$ cat config.mk
export PLATFORM = sky130hd
export DESIGN_NAME = pc_source_sel
export DESIGN_NICKNAME = d
export VERILOG_FILES = /design/src/rtl/pc_source_sel.sv
export SDC_FILE = /design/constraint.sdc
export NUM_CORES = 1
export LEC_CHECK = 0
export ABC_CLOCK_PERIOD_IN_PS = 2050
export CORE_UTILIZATION = 34
export CTS_CLUSTER_SIZE = 14
export DETAILED_ROUTE_END_ITERATION = 10
export GPL_TIMING_DRIVEN = 0
export PLACE_DENSITY = 0.77
export RECOVER_POWER = 25
export SLEW_MARGIN = 20
export SYNTH_ARGS = -nofsm -noshare
export SYNTH_HDL_FRONTEND = slang
export SYNTH_SLANG_ARGS = --single-unit
$ cat constraint.sdc
create_clock -name clk -period 2.05 [get_ports clk]
set_input_delay 0.41 -clock clk [delete_from_list [all_inputs] [get_ports clk]]
set_output_delay 0.41 -clock clk [all_outputs]
set_load 0.05 [all_outputs]
$ cat src/rtl/pc_source_sel.sv
// ---------------------------------------------------------------------------
// pc_source_sel
//
// Registered next-PC selector for the multicycle datapath. On each load
// strobe it loads data_out with either one of NUM_SRC datapath sources or,
// when an unmasked exception is pending, the vector VEC_BASE + cause index.
// Exception requests are latched in a pending register until serviced.
//
// Strobe semantics: there is no valid/ready handshake. The control FSM
// raises load for one cycle per update. The registered state is read on
// that edge, and data_out/cause/exc_taken show the result from the next
// cycle onward. load may stay high every cycle, which gives back-to-back
// updates.
//
// Ports:
//   clk        in   system clock, rising edge
//   reset      in   asynchronous active-low reset
//   sel        in   datapath source select (sampled only when load=1)
//   data_in    in   flattened sources, source k at [k*WIDTH +: WIDTH]
//   exc_req    in   per-cause exception request; each high cycle sets pending
//   exc_mask   in   per-cause mask; 1 = cause may not be taken
//   load       in   update data_out on this edge
//   data_out   out  registered next-PC value
//   cause      out  index of the last exception taken
//   exc_taken  out  one-cycle pulse after an exception vector is loaded
//   pending    out  current pending register
// ---------------------------------------------------------------------------
module pc_source_sel #(
    parameter int WIDTH    = 32,
    parameter int NUM_SRC  = 4,
    parameter int SEL_W    = 2,
    parameter int NUM_EXC  = 3,
    parameter int CAUSE_W  = 2,
    parameter int VEC_BASE = 253
) (
    input  logic                     clk,
    input  logic                     reset,
    input  logic [SEL_W-1:0]         sel,
    input  logic [NUM_SRC*WIDTH-1:0] data_in,
    input  logic [NUM_EXC-1:0]       exc_req,
    input  logic [NUM_EXC-1:0]       exc_mask,
    input  logic                     load,
    output logic [WIDTH-1:0]         data_out,
    output logic [CAUSE_W-1:0]       cause,
    output logic                     exc_taken,
    output logic [NUM_EXC-1:0]       pending
);

    logic [WIDTH-1:0]   data_q,    data_d;
    logic [CAUSE_W-1:0] cause_q,   cause_d;
    logic               taken_q,   taken_d;
    logic [NUM_EXC-1:0] pending_q, pending_d;

    logic [NUM_EXC-1:0] eligible;
    logic [NUM_EXC-1:0] clr;
    logic [CAUSE_W-1:0] exc_idx;
    logic               take_exc;
    logic [WIDTH-1:0]   src_val;
    logic [WIDTH-1:0]   vec_val;

    // Only the registered pending bits are eligible, so a request arriving
    // on the same edge as load waits for a later load.
    assign eligible = pending_q & ~exc_mask;
    assign take_exc = load & (|eligible);

    // Fixed priority: walk from the top down so the lowest set index wins.
    always_comb begin
        exc_idx = '0;
        for (int i = NUM_EXC - 1; i >= 0; i--) begin
            if (eligible[i]) begin
                exc_idx = CAUSE_W'(i);
            end
        end
    end

    // Isolate the lowest set bit of eligible. This is the same cause that
    // exc_idx encodes.
    always_comb begin
        clr = '0;
        if (take_exc) begin
            clr = eligible & (~eligible + NUM_EXC'(1));
        end
    end

    // Out-of-range selects fall back to source 0.
    always_comb begin
        src_val = data_in[0 +: WIDTH];
        for (int k = 0; k < NUM_SRC; k++) begin
            if (sel == SEL_W'(k)) begin
                src_val = data_in[k*WIDTH +: WIDTH];
            end
        end
    end

    // The vector address wraps modulo 2^WIDTH.
    assign vec_val = WIDTH'(VEC_BASE) + WIDTH'(exc_idx);

    always_comb begin
        data_d    = data_q;
        cause_d   = cause_q;
        taken_d   = 1'b0;
        // A new request wins over the clear for the cause taken on this edge.
        pending_d = (pending_q & ~clr) | exc_req;
        if (load) begin
            if (take_exc) begin
                data_d  = vec_val;
                cause_d = exc_idx;
                taken_d = 1'b1;
            end else begin
                data_d  = src_val;
            end
        end
    end

    always_ff @(posedge clk or negedge reset) begin
        if (!reset) begin
            data_q    <= '0;
            cause_q   <= '0;
            taken_q   <= 1'b0;
            pending_q <= '0;
        end else begin
            data_q    <= data_d;
            cause_q   <= cause_d;
            taken_q   <= taken_d;
            pending_q <= pending_d;
        end
    end

    assign data_out  = data_q;
    assign cause     = cause_q;
    assign exc_taken = taken_q;
    assign pending   = pending_q;

endmodule

==> impl_metrics.ini, run 1 <==
[logic_synthesis]
syn_area_um2 = 2350
yosysSeqAreaShare = 0.404
syn_inst = 182
ys.flop_type = dfrtp_1
synth_nets = 322
yosys_warnings = 0
async_flop_share = 1.00
synth-seq-cells = 38
syn_area_per_cell_um2 = 12.9
yosysUniqueCellTypes = 24
synth_enable_flop_cells = 0

[grt]
grt_use_met3 = 0.0593
top_usage_layer = met2
antenna_found_initial = 0
grt-ovfl-total = 0
met1_usage = 0.251
grt_usage = 0.217
grt_util_met2 = 0.398
grt_max_degree = 33
grt_pass1_wl_um = 12000
grt_pass1_vias = 2516

[min_path]
hold_class = flip-flop to flip-flop

[placed_design]
place_area_um2 = 4220
dpl.hpwl_um = 6220
place_ws_ns = -0.316
numPortBuffers = 175
gp_congestion = 0.779
placed_cells = 435

[timing]
rsz0062_at_grt = false
tightestPinTransition_ns = 0.770
setup_viol = 0
max_freq_mhz = 522
fin_crit_ns = 1.92
finalWorstSetupSlack_ns = 0.134
slew_headroom = 0.487
fin_crit_sh = 0.935
clock_skew_ns = 0.00513
final-max-slew-violation-count = 0
hold_viol = 0

[pwr]
sw_frac_of_total = 0.317
vdd_drop_max_mv = 0.244
p_int_mw = 1.56
pwr-share-seq = 0.372
power_density_nw_per_um2 = 531
switchingPower_mw = 0.723
p_comb_frac = 0.409
power_mw = 2.28
power_frac_clock = 0.219
cellLeakagePower_nw = 1.72

[flow_run]
cap_violations = 0

[clock_network]
clk_path_buf_depth = 2
cts.sinks = 38
clockRootBuffer = clkbuf_8
numCtsBuffers = 5
clkLatencyLatePin_ns = 0.28
clk_pin_slew_ns = 0.07
htree_levels = 2
cts_tree = yes

[cells_and_area]
area_growth_pct = 82.7
antenna_cells = 0
nNetsFinal = 506
instances_no_fill = 442
num-fill-cells = 529
multiInputGateArea_um2 = 1210
drive_above_1_share = 0.134
seqCellArea_um2 = 951
final_design_area_no_fill_um2 = 4300
layout_common_cells = clkdlybuf4s50_1, dfrtp_1, mux4_2, inv_1, o2bb2ai_1
postLayoutCoreUtil = 0.658
layout_commonest_cell = clkdlybuf4s50_1

[drt]
drtAntennaViolNets = 0
first_pass_iters = 4
totalWireLength_um = 7460
routedWlPerCell_um = 16.9
drt_iter0_markers = 69
via_per_inst = 5.27
routed-via-count = 2329
drc_errors = 0

[die]
start_util = 0.360
dieArea_um2 = 7260
num_io_pins = 177
chipWidth_um = 85.2
row_count = 29
core-area_um2 = 6530
die_h_um = 85.2

[critical_path]
critPathSlowestCell = clkdlybuf4s50_1
crit_buf_inv = 1
worstSetupPathType = flip-flop to output pin
slowest_delay_ns = 0.82
start_kind = flip-flop
end_kind = output pin
crit_path_max_fanout = 4
path_cells = clkdlybuf4s50_1
critical_path_arrival_ns = 1.51
cp.required_ns = 1.64
critPathTopFamily = buffers and inverters

[status]
status = completed
-- cell families after synthesis --
logic type               Yosys count  share of synthesized area
buffers and inverters             42                     0.0819
AO/OA/AOI/OAI                     41                      0.137
flip-flops                        38                      0.404
multiplexers                      32                      0.308
AND/OR/NAND/NOR                   28                     0.0638
adder cells (fa/ha/maj)            1                    0.00532
-- registers in the layout (all words and copies together) (netlist names) --
signal and count:
pending 3, cause 2, data_out 32, exc_taken 1
-- final cells by class --
class                      instances  share of cell area
timing repair buffer             177               0.409
clock buffer                       6              0.0192
multi-input combinational        102               0.283
buffer                            16              0.0227
inverter                          26              0.0227
tap                               77              0.0224
sequential                        38               0.221
-- final timing paths --
kind,to,from,slack [ns],depth (start not counted)
worst min register to register,data_out[30]$_DFFE_PN0P_,data_out[30]$_DFFE_PN0P_,0.49,1
worst max register to register,data_out[3]$_DFFE_PN0P_,pending[2]$_DFF_PN0_,0.38,6
min in group asynchronous,data_out[8]$_DFFE_PN0P_,reset,0.58,2
worst max-delay path,pending[0],pending[0]$_DFF_PN0_,0.13,1
max in group asynchronous,data_out[29]$_DFFE_PN0P_,reset,0.37,3
worst min-delay path,data_out[30]$_DFFE_PN0P_,data_out[30]$_DFFE_PN0P_,0.49,1
-- power by group through the flow --
stage	Combinational, mW	Clock, mW	Sequential, mW
finish	0.934	0.500	0.849
global route	0.989	0.551	0.856
CTS	0.946	0.518	0.848
detailed placement	0.942	0	0.861
global placement	0.924	0	0.859
floorplan	0.255	0	1.08
-- Yosys cell counts, types with 2 or more instances --
library cell | number | area [um^2]
dfrtp_1 | 38 | 951
mux4_2 | 31 | 698
inv_1 | 26 | 97.6
o2bb2ai_1 | 23 | 201
nand4_1 | 10 | 62.6
a31oi_1 | 9 | 56.3
nor2_1 | 9 | 33.8
clkbuf_1 | 8 | 30.0
nand2b_1 | 4 | 25.0
buf_2 | 3 | 15.0
nor2b_1 | 3 | 18.8
o21ai_0 | 3 | 15.0
a21o_1 | 2 | 15.0
buf_4 | 2 | 15.0
o31ai_1 | 2 | 15.0
-- per-layer routing --
layer / vias up / wire [um]
met3: 4 / 516
met2: 107 / 4010
met5: - / 0
met4: 0 / 59
met1: 1142 / 2880
li1: 1076 / -
-- through the flow --
step	TNS [ns]	hold slack (ns)
2_1_floorplan	0	0.114
3_3_place_gp	-15.51	0.467
3_5_place_dp	-1.97	0.276
4_1_cts	0	0.492
5_1_grt	0	0.510
6_report	0	0.490
-- timing repair --
action | 4_1_cts | 5_1_grt
endpoints found under the hold margin | 6 | 0
setup buffers | 0 | 0
resized for setup | 1 | 3
endpoints found under the setup margin | 2 | 6
cloned | 0 | 0
hold buffers | 1 | 0
(Power assumes the default switching activity.)
==> inputs of run 2 (changes only) <==
Settings changed: PLACE_DENSITY 0.77 to unset, PLACE_DENSITY_LB_ADDON set to 0.12.
==> impl_metrics.ini, run 2 (same netlist as run 1, synthesis figures left out) <==
[timing]
fin_setup_tns_ns = 0
tightestPinTransition_ns = 0.747
slew_headroom = 0.502
fin_crit_ns = 1.92
fin_crit_sh = 0.936
rsz0062_at_grt = false
final-max-slew-violation-count = 0
clock_skew_ns = 0.00711
hold_viol = 0
max_freq_mhz = 521
setup_viol = 0

[pwr]
power_mw = 2.31
cellLeakagePower_nw = 1.72
vdd_drop_max_mv = 0.315
p_int_mw = 1.57
p_comb_frac = 0.400
power_density_nw_per_um2 = 538
pwr-share-seq = 0.366
switchingPower_mw = 0.744
power_frac_clock = 0.234
sw_frac_of_total = 0.322

[critical_path]
end_kind = output pin
start_kind = flip-flop
crit_path_max_fanout = 4
path_cells = clkdlybuf4s50_1
cp.required_ns = 1.64
critPathSlowestCell = clkdlybuf4s50_1
slowest_delay_ns = 0.83
critical_path_arrival_ns = 1.51
crit_buf_inv = 1
critPathTopFamily = buffers and inverters
worstSetupPathType = flip-flop to output pin

[clock_network]
clk_path_buf_depth = 2
cts_setup_buffers = 0
clkLatencyLatePin_ns = 0.28
htree_levels = 2
cts.sinks = 38
numCtsBuffers = 5
clk_pin_slew_ns = 0.08
cts_tree = yes
clockRootBuffer = clkbuf_8

[drt]
drt_iter0_markers = 74
via_per_inst = 5.15
routed-via-count = 2282
drtAntennaViolNets = 0
first_pass_iters = 4
drc_errors = 0
routedWlPerCell_um = 17.1
totalWireLength_um = 7570

[cells_and_area]
area_growth_pct = 82.6
nNetsFinal = 505
largest_reg_flops = 32
antenna_cells = 0
drive_above_1_share = 0.137
layout_commonest_cell = clkdlybuf4s50_1
num-fill-cells = 526
layout_common_cells = clkdlybuf4s50_1, dfrtp_1, mux4_2, inv_1, o2bb2ai_1

[status]
status = completed

[min_path]
hold_class = input pin to asynchronous set/reset pin

[grt]
met1_usage = 0.249
top_usage_layer = met2
antenna_found_initial = 0
grt_max_degree = 25
grt_pass1_vias = 2458
grt_usage = 0.216
grt_util_met2 = 0.391
grt_use_met3 = 0.0661
grt-ovfl-total = 0
grt_pass1_wl_um = 11900

[die]
core-area_um2 = 6530
die_h_um = 85.2
chipWidth_um = 85.2
dieArea_um2 = 7260
row_count = 29
num_io_pins = 177
start_util = 0.360

[placed_design]
gp_congestion = 0.826
numPortBuffers = 175
dpl.hpwl_um = 6310

[flow_run]
cap_violations = 0
[run 2: changes by cell type in the layout (fill, tap and decap cells not counted), sizes merged]
cell	before	now
dlygate4sd3	1	0
clkinvlp	0	1
clkinv	0	1
[run 2: area by class of cell]
class | count | area [um^2] | area share
multi-input cells | 102 | 1210 | 0.282
clock inverters | 2 | 12.5 | 0.00291
clock buffers | 6 | 82.6 | 0.0192
plain buffers | 16 | 97.6 | 0.0227
well taps | 77 | 96.3 | 0.0224
repair buffers | 176 | 1750 | 0.407
inverters | 26 | 97.6 | 0.0227
flip-flops and latches | 38 | 951 | 0.221
[run 2: timing repair]
| action | 4_1_cts | 5_1_grt |
|---|---|---|
| resized for setup | 0 | 4 |
| setup endpoints to repair | 0 | 6 |
| hold buffers | 0 | 0 |
[run 2: final timing paths]
kind	start	slack, ns	cells past startpoint	to
setup / recovery	pending[2]$_DFF_PN0_	0.13	1	pending[2]
hold / removal	reset	0.16	1	data_out[0]$_DFFE_PN0P_
setup reg to reg	pending[2]$_DFF_PN0_	0.41	6	data_out[6]$_DFFE_PN0P_
hold reg to reg	data_out[30]$_DFFE_PN0P_	0.49	1	data_out[30]$_DFFE_PN0P_
max in group asynchronous	reset	0.80	2	data_out[25]$_DFFE_PN0P_
min in group clk	data_out[30]$_DFFE_PN0P_	0.49	1	data_out[30]$_DFFE_PN0P_
[run 2: power groups by stage]
stage | logic [mW] | registers, mW | clock network [mW]
finish | 0.926 | 0.846 | 0.541
global route | 0.982 | 0.854 | 0.582
CTS | 0.937 | 0.846 | 0.550
detailed placement | 0.935 | 0.859 | 0
global placement | 0.919 | 0.859 | 0
floorplan | 0.255 | 1.08 | 0
[run 2: worst reg2reg max path, stage by stage, from the launching register on]
cell and delay (ns):
dfrtp_1 0.42, nand2b_1 0.13, clkbuf_2 0.24, nor3_1 0.09
ha_1 0.22, a31o_2 0.27, a31oi_1 0.19
[run 2: per-layer routing]
metal,part of all wire,vias up
li1,-,1070
met1,0.39,1111
met2,0.53,95
met3,0.075,6
met4,0.0096,0
met5,0,-
[run 2: per-stage QoR]
step	util	cells	hold slack, ns	worst slack (ns)	cell area [um^2]
5_1_grt	0.658	443	0.230	0.0900	4300
2_1_floorplan	-	182	0.114	0.250	2350
3_5_place_dp	0.646	435	0.335	-0.225	4220
3_3_place_gp	0.643	434	0.467	-0.339	4200
4_1_cts	0.660	443	0.0217	0.0638	4310
6_report	0.658	443	0.158	0.131	4300
